===== src/rtl/dataflow_deadlock_monitor.sv =====
// Watches a wait-for graph between dataflow processes. Once the graph has held still
// long enough, it searches for a cycle and latches the first cycle it finds until cleared.
module dataflow_deadlock_monitor #(
  parameter int NUM_PROC      = 4,
  parameter int STABLE_CYCLES = 16,
  parameter logic [NUM_PROC*NUM_PROC-1:0] DEP_MASK = '1
) (
  input  logic                         clock,
  input  logic                         reset,
  input  logic [NUM_PROC-1:0]          blocked_vec,
  input  logic [NUM_PROC*NUM_PROC-1:0] wait_mat,
  input  logic                         clear,
  output logic                         dl_detect,
  output logic [$clog2(NUM_PROC)-1:0]  dl_origin,
  output logic [NUM_PROC-1:0]          dl_members,
  output logic                         busy
);
  localparam int NW = NUM_PROC * NUM_PROC;
  localparam int OW = $clog2(NUM_PROC);
  localparam logic [15:0]   CNT_LAST  = 16'(STABLE_CYCLES - 1);
  localparam logic [OW-1:0] ORIG_LAST = OW'(NUM_PROC - 1);
  localparam logic [OW-1:0] STEP_LAST = OW'(NUM_PROC - 2);

  typedef enum logic [1:0] {IDLE = 2'd0, WATCH = 2'd1, SEARCH = 2'd2, REPORT = 2'd3} state_t;

  state_t                  state_q, state_d;
  logic [15:0]             cnt_q, cnt_d;
  logic [OW-1:0]           orig_q, orig_d;
  logic [OW-1:0]           steps_q, steps_d;
  logic                    load_q, load_d;
  logic [NUM_PROC-1:0]     reach_q, reach_d;
  logic [NUM_PROC+NW-1:0]  snap_q, snap_d;
  logic                    det_q, det_d;
  logic [OW-1:0]           org_q, org_d;
  logic [NUM_PROC-1:0]     mem_q, mem_d;
  logic                    busy_q, busy_d;

  logic [NW-1:0]           edge_s;
  logic [NUM_PROC-1:0]     row_s, prop_s;
  logic                    change_s, skip_s, hit_s, done_s;

  // Legal, blocked-only, non-self wait edges; the snapshot is these plus blocked_vec.
  always_comb begin
    edge_s = wait_mat & DEP_MASK;
    for (int i = 0; i < NUM_PROC; i++) begin
      edge_s[i*NUM_PROC+i] = 1'b0;
      edge_s[i*NUM_PROC +: NUM_PROC] = blocked_vec[i] ? edge_s[i*NUM_PROC +: NUM_PROC]
                                                      : {NUM_PROC{1'b0}};
    end
    snap_d   = {blocked_vec, edge_s};
    change_s = (snap_d != snap_q);
  end

  // Row of the current origin and one step of reach-set expansion.
  always_comb begin
    row_s  = '0;
    prop_s = reach_q;
    for (int i = 0; i < NUM_PROC; i++) begin
      row_s  = row_s  | ((orig_q == OW'(i)) ? edge_s[i*NUM_PROC +: NUM_PROC] : {NUM_PROC{1'b0}});
      prop_s = prop_s | (reach_q[i] ? edge_s[i*NUM_PROC +: NUM_PROC] : {NUM_PROC{1'b0}});
    end
    skip_s = ~blocked_vec[orig_q];
    hit_s  = prop_s[orig_q];
    done_s = skip_s | (~load_q & ~hit_s & ((prop_s == reach_q) | (steps_q == STEP_LAST)));
  end

  // Next-state and output logic.
  always_comb begin
    state_d = state_q;
    cnt_d   = cnt_q;
    orig_d  = orig_q;
    steps_d = steps_q;
    load_d  = load_q;
    reach_d = reach_q;
    det_d   = det_q;
    org_d   = org_q;
    mem_d   = mem_q;
    case (state_q)
      IDLE: begin
        if (|blocked_vec) begin
          state_d = WATCH;
          cnt_d   = 16'd0;
        end else begin
          state_d = IDLE;
        end
      end
      WATCH: begin
        if (blocked_vec == '0) begin
          state_d = IDLE;
        end else if (change_s) begin
          cnt_d = 16'd0;
        end else if (cnt_q == CNT_LAST) begin
          state_d = SEARCH;
          orig_d  = '0;
          load_d  = 1'b1;
        end else begin
          cnt_d = cnt_q + 16'd1;
        end
      end
      SEARCH: begin
        if (change_s) begin
          state_d = WATCH;
          cnt_d   = 16'd0;
        end else if (done_s) begin
          // Origin exhausted: move on, or rearm the watch after the last one.
          if (orig_q == ORIG_LAST) begin
            state_d = WATCH;
            cnt_d   = 16'd0;
          end else begin
            orig_d = orig_q + OW'(1);
            load_d = 1'b1;
          end
        end else if (load_q) begin
          reach_d = row_s;
          steps_d = '0;
          load_d  = 1'b0;
        end else if (hit_s) begin
          state_d = REPORT;
          det_d   = 1'b1;
          org_d   = orig_q;
          mem_d   = prop_s | (NUM_PROC'(1) << orig_q);
        end else begin
          reach_d = prop_s;
          steps_d = steps_q + OW'(1);
        end
      end
      REPORT: begin
        if (clear) begin
          state_d = IDLE;
          det_d   = 1'b0;
          org_d   = '0;
          mem_d   = '0;
        end else begin
          state_d = REPORT;
        end
      end
      default: begin
        state_d = IDLE;
      end
    endcase
    busy_d = (state_d == WATCH) || (state_d == SEARCH);
  end

  // State and output registers.
  always_ff @(posedge clock or negedge reset) begin
    if (!reset) begin
      state_q <= IDLE;
      cnt_q   <= 16'd0;
      orig_q  <= '0;
      steps_q <= '0;
      load_q  <= 1'b0;
      reach_q <= '0;
      snap_q  <= '0;
      det_q   <= 1'b0;
      org_q   <= '0;
      mem_q   <= '0;
      busy_q  <= 1'b0;
    end else begin
      state_q <= state_d;
      cnt_q   <= cnt_d;
      orig_q  <= orig_d;
      steps_q <= steps_d;
      load_q  <= load_d;
      reach_q <= reach_d;
      snap_q  <= snap_d;
      det_q   <= det_d;
      org_q   <= org_d;
      mem_q   <= mem_d;
      busy_q  <= busy_d;
    end
  end

  assign dl_detect  = det_q;
  assign dl_origin  = org_q;
  assign dl_members = mem_q;
  assign busy       = busy_q;
endmodule


===== config.mk =====
export PLATFORM = sky130hd
export DESIGN_NAME = dataflow_deadlock_monitor
export DESIGN_NICKNAME = d
export VERILOG_FILES = /design/src/rtl/dataflow_deadlock_monitor.sv
export SDC_FILE = /design/constraint.sdc
export NUM_CORES = 1
export LEC_CHECK = 0
export CORE_MARGIN = 1
export CORE_UTILIZATION = 44
export CTS_BUF_LIST = sky130_fd_sc_hd__clkbuf_8
export CTS_CLUSTER_DIAMETER = 50
export DETAILED_ROUTE_END_ITERATION = 8
export HOLD_SLACK_MARGIN = 0.03
export PLACE_DENSITY_LB_ADDON = 0.3
export SKIP_LAST_GASP = 1
export SLEW_MARGIN = 20
export SYNTH_ARGS = -nofsm -noshare
export SYNTH_HDL_FRONTEND = slang
export SYNTH_SLANG_ARGS = --single-unit

===== constraint.sdc =====
create_clock -name clock -period 6.5 [get_ports clock]
set_input_delay 1.3 -clock clock [delete_from_list [all_inputs] [get_ports clock]]
set_output_delay 1.3 -clock clock [all_outputs]
set_load 0.1 [all_outputs]

# [Word-level counts from Yosys, hierarchy flattened]
# Index checks and enable logic that the tools add are counted.
[totals] ramBits=0 reg_bits=55 word_cells=145 latch_bits=0 out_inout_bits=8 inputBits=23 mem_count=0 rom_bits=0
[op_classes] add_sub_neg=3 multipliers=0 n_eq_ne=28 n_reduce_logical=13 div=0 mux=71 bitwise_logic=17 order_cmp=1 n_shift=1
[ops] operator="$mux W16" n=7
[ops] operator="$mux W4" n=16
[ops] operator="$pmux W16 S3" n=1
[ops] operator="$mux W2" n=22
[ops] operator="$ne A2 B2 Y1 const B" n=12
[ops] operator="$or A4 B4 Y4" n=6
[ops] operator="$ne A20 B20 Y1" n=1
[ops] operator="$reduce_and A6 Y1" n=3
[ops] operator="$add A16 B1 Y16 const B" n=1
[ops] operator="$eq A16 B4 Y1 const B" n=1
[ops] operator="$mux W1" n=14
[ops] operator="$eq A2 B2 Y1 const B" n=6
[ops] operator="$ne A3 B3 Y1 const B" n=4
[ops] operator="$mux W3" n=3
[ops] operator="$or A4 B3 Y4" n=2
[ops] operator="$pmux W2 S2" n=2
[ops] operator="$pmux W2 S4" n=1
[ops] operator="$pmux W4 S2" n=1
[ops] operator="$reduce_and A7 Y1" n=1
[ops] operator="$eq A2 B1 Y1 const B" n=3
[ops] operator="$not A1 Y1" n=5
[ops] operator="$add A2 B1 Y2 const B" n=2
[ops] operator="$bmux W1 S2" n=2
[ops] operator="$eq A4 B4 Y1" n=1
[ops] operator="12 further kinds" n=17

# [Longest topological paths before layout]
[depth] word_depth=17 mapped_depth=10 ltp_nobuf=9

# [Worst setup path after synthesis]
# Ideal clock, no wire load.
[synth_path] path_type="input to register" start="in blocked_vec[1]" end="reg cnt_q[10]" arrival_time_ps=3250 setup_time_ps=124 required_time_ps=6376 setup_slack_ps=3126 path_buffers=1 stages=9 cell_sequence="and2_1 a221o_1 o22ai_1 a311oi_2 o311ai_2 inv_2 or3_1 buf_2 a211o_1"
[synth_between] elab_chain_cells=13 elab_cells_between_ends=29 cone_classes="eq/ne: 7; mux: 10; bitwise: 9; reduce/logical: 3"
[synth_lines] element="start: declaration" line="10" source="input logic [NUM_PROC-1:0] blocked_vec,"
[synth_lines] element="$mux W4" line="47" source="edge_s[i*NUM_PROC +: NUM_PROC] = blocked_vec[i] ? edge_s[i*NUM_PROC +: NUM_PROC]"
[synth_lines] element="$mux W4" line="60" source="prop_s = prop_s | (reach_q[i] ? edge_s[i*NUM_PROC +: NUM_PROC] : {NUM_PROC{1'b0}});"
[synth_lines] element="$or A4 B4 Y4 (2 in series)" line="60"
[synth_lines] element="$or A4 B3 Y4" line="60"
[synth_lines] element="$bmux W1 S2" line="63" source="hit_s = prop_s[orig_q];"
[synth_lines] element="$mux W1 (implied by the code)" line="63"
[synth_lines] element="$not A1 Y1" line="64" source="done_s = skip_s | (~load_q & ~hit_s & ((prop_s == reach_q) | (steps_q == STEP_LAST)));"
[synth_lines] element="$and A1 B1 Y1 (2 in series)" line="64"
[synth_lines] element="$or A1 B1 Y1" line="64"
[synth_lines] element="$ne A3 B3 Y1 (no source line)"
[synth_lines] element="$reduce_and A6 Y1 (no source line)"
[synth_lines] element="end signal: assignment" line="160" source="cnt_q <= cnt_d;"
[synth_lines] element="end: declaration" line="27" source="logic [15:0] cnt_q, cnt_d;"
# Parallel ways exist; a longest one is shown, timed or not. The select of a mux whose other input is x is not followed.
# A chain may end at the register's enable or synchronous reset.

# [Worst setup path after layout]
[layout_path] start="in blocked_vec[0]" end="reg cnt_q[1]"
[layout_between] elab_chain_cells=14 elab_cells_between_ends=30 cone_classes="eq/ne: 7; mux: 10; bitwise: 10; reduce/logical: 3"
[layout_lines] element="$mux W4" line="47"
[layout_lines] element="$mux W4" line="60"
[layout_lines] element="$or A4 B4 Y4 (3 in series)" line="60"
[layout_lines] element="$or A4 B3 Y4" line="60"
[layout_lines] element="$bmux W1 S2" line="63"
[layout_lines] element="$mux W1 (implied by the code)" line="63"
[layout_lines] element="$not A1 Y1" line="64"
[layout_lines] element="$and A1 B1 Y1 (2 in series)" line="64"
[layout_lines] element="$or A1 B1 Y1" line="64"
[layout_lines] element="$ne A3 B3 Y1 (no source line)"
[layout_lines] element="$reduce_and A6 Y1 (no source line)"
# Parallel ways exist; a longest one is shown, timed or not. The select of a mux whose other input is x is not followed.

==> flow_metrics.py <==
metrics = {
    "outcome": {
        "status": "finished clean",
    },
    "grt": {
        "grt_pass1_wl_um": 11700,
        "track_usage_pct": 20.5,
        "grt_max_degree": 52,
        "grt_pass1_vias": 2419,
        "gr-total-overflow": 0,
        "antenna_found_initial": 0,
    },
    "logic_synthesis": {
        "yosysSeqAreaShare_pct": 41.9,
        "synth_area_um2": 3040,
        "synth.distinct_cells": 62,
        "synthFlopType": "dfrtp_1",
        "syn_inst": 325,
        "synth_edf_count": 0,
        "ys.warnings.count": 0,
        "synth.avg_cell_area_um2": 9.36,
        "syn_nets": 354,
        "synth-seq-cells": 51,
        "synthArstFlopShare_pct": 100,
    },
    "min_path": {
        "hold_class": "flip-flop to flip-flop",
    },
    "clock_tree": {
        "clockRootBuffer": "clkbuf_8",
        "hold_buffers": 0,
        "cts_max_level": 2,
        "clk_pin_slew_ps": 90,
        "ctsResizeCount": 0,
        "cts_sinks": 51,
        "cts_buffer_depth": 2,
        "cts_buffers": 5,
        "cts_tree": "done",
        "clk_latency_ps": 310,
        "post_cts_buffers": 0,
    },
    "sta": {
        "setup-tns-final_ps": 0,
        "period_share_pct": 64.9,
        "relSlewSlack_pct": 30.8,
        "skew_ps": 5.89,
        "max_freq_ghz": 0.237,
        "setup_viol_count_final": 0,
        "rsz0062_at_grt": "false",
        "tightest_slew_ps": 1030,
        "hold_viol": 0,
        "fin_crit_ps": 4220,
        "slew_violations": 0,
    },
    "drt": {
        "avgViaCountPerCell": 6.00,
        "routedWlPerCell_um": 16.4,
        "totalWireLength_um": 6950,
        "ant_nets": 0,
        "drt-pass1-iter-count": 4,
        "drtIter0Drc": 149,
        "drc_errors": 0,
        "via_count": 2549,
    },
    "layout": {
        "design_area_um2": 3420,
        "final_layout_size_suffix_gt1_share_pct": 8.05,
        "fillerInstances": 593,
        "area_growth_pct": 12.5,
        "nNetsFinal": 377,
        "post-route-util_pct": 52.7,
        "antenna_cells": 0,
        "multi_input_area_um2": 1630,
        "seq_area_um2": 1280,
        "final_cells": 425,
    },
    "worst_setup_path": {
        "worstPathMaxFanout": 13,
        "critical_path.endpoint_type": "flip-flop",
        "critPathArrivalTime_ps": 4400,
        "cp-start-kind": "input port",
        "crit_type": "input port to flip-flop",
        "cp.required_ps": 6680,
    },
    "floorplanning": {
        "die_area_um2": 7250,
        "start_util_pct": 46.9,
        "core_um2": 6490,
        "num_rows": 29,
        "io_pins": 31,
        "die_w_um": 85.2,
        "die_h_um": 85.2,
    },
    "placed_design": {
        "placed_cell_area_um2": 3340,
        "portBuffers": 26,
        "gp_congestion": 0.876,
        "dp.cells": 418,
        "hpwl_um": 5120,
    },
    "power": {
        "power_density_nw_per_um2": 167,
        "power_uw": 572,
        "ir_drop_mv": 0.0911,
        "p_leak_nw": 1.43,
    },
    "flow_run": {
        "drv_cap": 0,
    },
}
==> final timing paths <==
| kind | start | endpoint | slack, ps | cells past startpoint |
|---|---|---|---|---|
| setup / recovery | blocked_vec[0] | cnt_q[1]$_DFFE_PN0P_ | 2280 | 8 |
| hold / removal | dl_detect$_DFFE_PN0P_ | dl_detect$_DFFE_PN0P_ | 480 | 1 |
| setup reg to reg | snap_q[14]$_DFF_PN0_ | cnt_q[1]$_DFFE_PN0P_ | 3660 | 8 |
| hold reg to reg | dl_detect$_DFFE_PN0P_ | dl_detect$_DFFE_PN0P_ | 480 | 1 |
| max in group asynchronous | reset | cnt_q[5]$_DFFE_PN0P_ | 4970 | 2 |
| min in group asynchronous | reset | snap_q[2]$_DFF_PN0_ | 1100 | 2 |
==> power breakdown <==
group	switching, mW	internal [mW]	total (mW)	leakage [nW]
clock network	0.104	0.0838	0.188	0.0470
logic	0.0336	0.0242	0.0578	0.710
registers	0.00379	0.322	0.326	0.670
total	0.141	0.430	0.572	1.43
==> placed cells by master (no fill, tap or decap), types with 10 or more instances in the layout <==
| cell | instances |
|---|---|
| inv_1 | 18 |
| nor3_1 | 10 |
| or3_1 | 15 |
| nor2_1 | 13 |
| nand2b_1 | 10 |
| nand2_1 | 29 |
| and2_1 | 10 |
| clkdlybuf4s50_1 | 25 |
| dfrtp_1 | 51 |
| nand3_1 | 26 |
==> registers in the layout, summed over array words and instances, names as in the netlist <==
register and flops:
load_q 1, busy 1, dl_origin 2, dl_detect 1, orig_q 2, state_q 2
cnt_q 16, dl_members 4, steps_q 2, reach_q 4, snap_q 16
==> cell type report <==
class                      count  share of cell area [%]
sequential                    51                    37.3
tap                           77                    2.81
timing repair buffer          27                    7.68
multi-input combinational    244                    47.6
inverter                      19                    2.08
clock inverter                 1                   0.146
clock buffer                   6                    2.41
==> synthesized netlist by cell type (3+ instances only) <==
cell / number / area (um^2)
a211o_1: 4 / 35.0
a21oi_1: 8 / 40.0
a22o_1: 6 / 52.6
a31oi_1: 4 / 25.0
and2_1: 10 / 62.6
and3_1: 6 / 37.5
buf_2: 5 / 25.0
clkbuf_1: 3 / 11.3
dfrtp_1: 51 / 1280
ha_1: 6 / 75.1
inv_1: 18 / 67.6
nand2_1: 29 / 109
nand2b_1: 10 / 62.6
nand3_1: 26 / 130
nand4_1: 5 / 31.3
nand4b_1: 3 / 26.3
nor2_1: 13 / 48.8
nor2b_1: 5 / 31.3
nor3_1: 10 / 50.1
nor3b_1: 4 / 30.0
nor4_1: 4 / 25.0
o211ai_1: 9 / 67.6
o21ai_0: 9 / 45.0
o21ai_1: 5 / 25.0
o22ai_1: 4 / 25.0
o31ai_1: 4 / 30.0
o41ai_1: 3 / 26.3
or2_2: 3 / 18.8
or3_1: 15 / 93.8
xnor2_1: 3 / 26.3
==> metrics by stage <==
stage	setup WS [ps]	hold slack [ps]
after detailed placement	1970	465
after floorplan	3130	472
after CTS	2280	487
after global routing	2000	504
final	2280	479
after global placement	2070	462
==> kinds of logic after synthesis <==
| family | after synthesis | share of synthesized area [%] |
|---|---|---|
| multiplexers | 4 | 1.81 |
| XOR/XNOR | 4 | 1.15 |
| AO/OA/AOI/OAI | 77 | 19.9 |
| adder cells (fa/ha/maj) | 6 | 2.47 |
| AND/OR/NAND/NOR | 153 | 28.2 |
| buffers and inverters | 30 | 4.52 |
| flip-flops | 51 | 41.9 |
==> worst max-delay path, cell delays in order <==
cell and delay (ps):
clkdlybuf4s50_1 640, or2_2 420, a2111oi_4 430, nand4_2 310, o21ai_1 310, nor3b_2 490, or3_1 350, o21ai_0 140
==> routing by layer <==
metal  wire (um)  global-route usage, %  vias up
met5           0                      0        -
met4         157                   7.24        0
met3         307                   3.21       13
met2        3390                   35.5       70
met1        3100                   26.0     1207
li1            -                      -     1259
No activity file was read; power rests on OpenSTA's default activity.
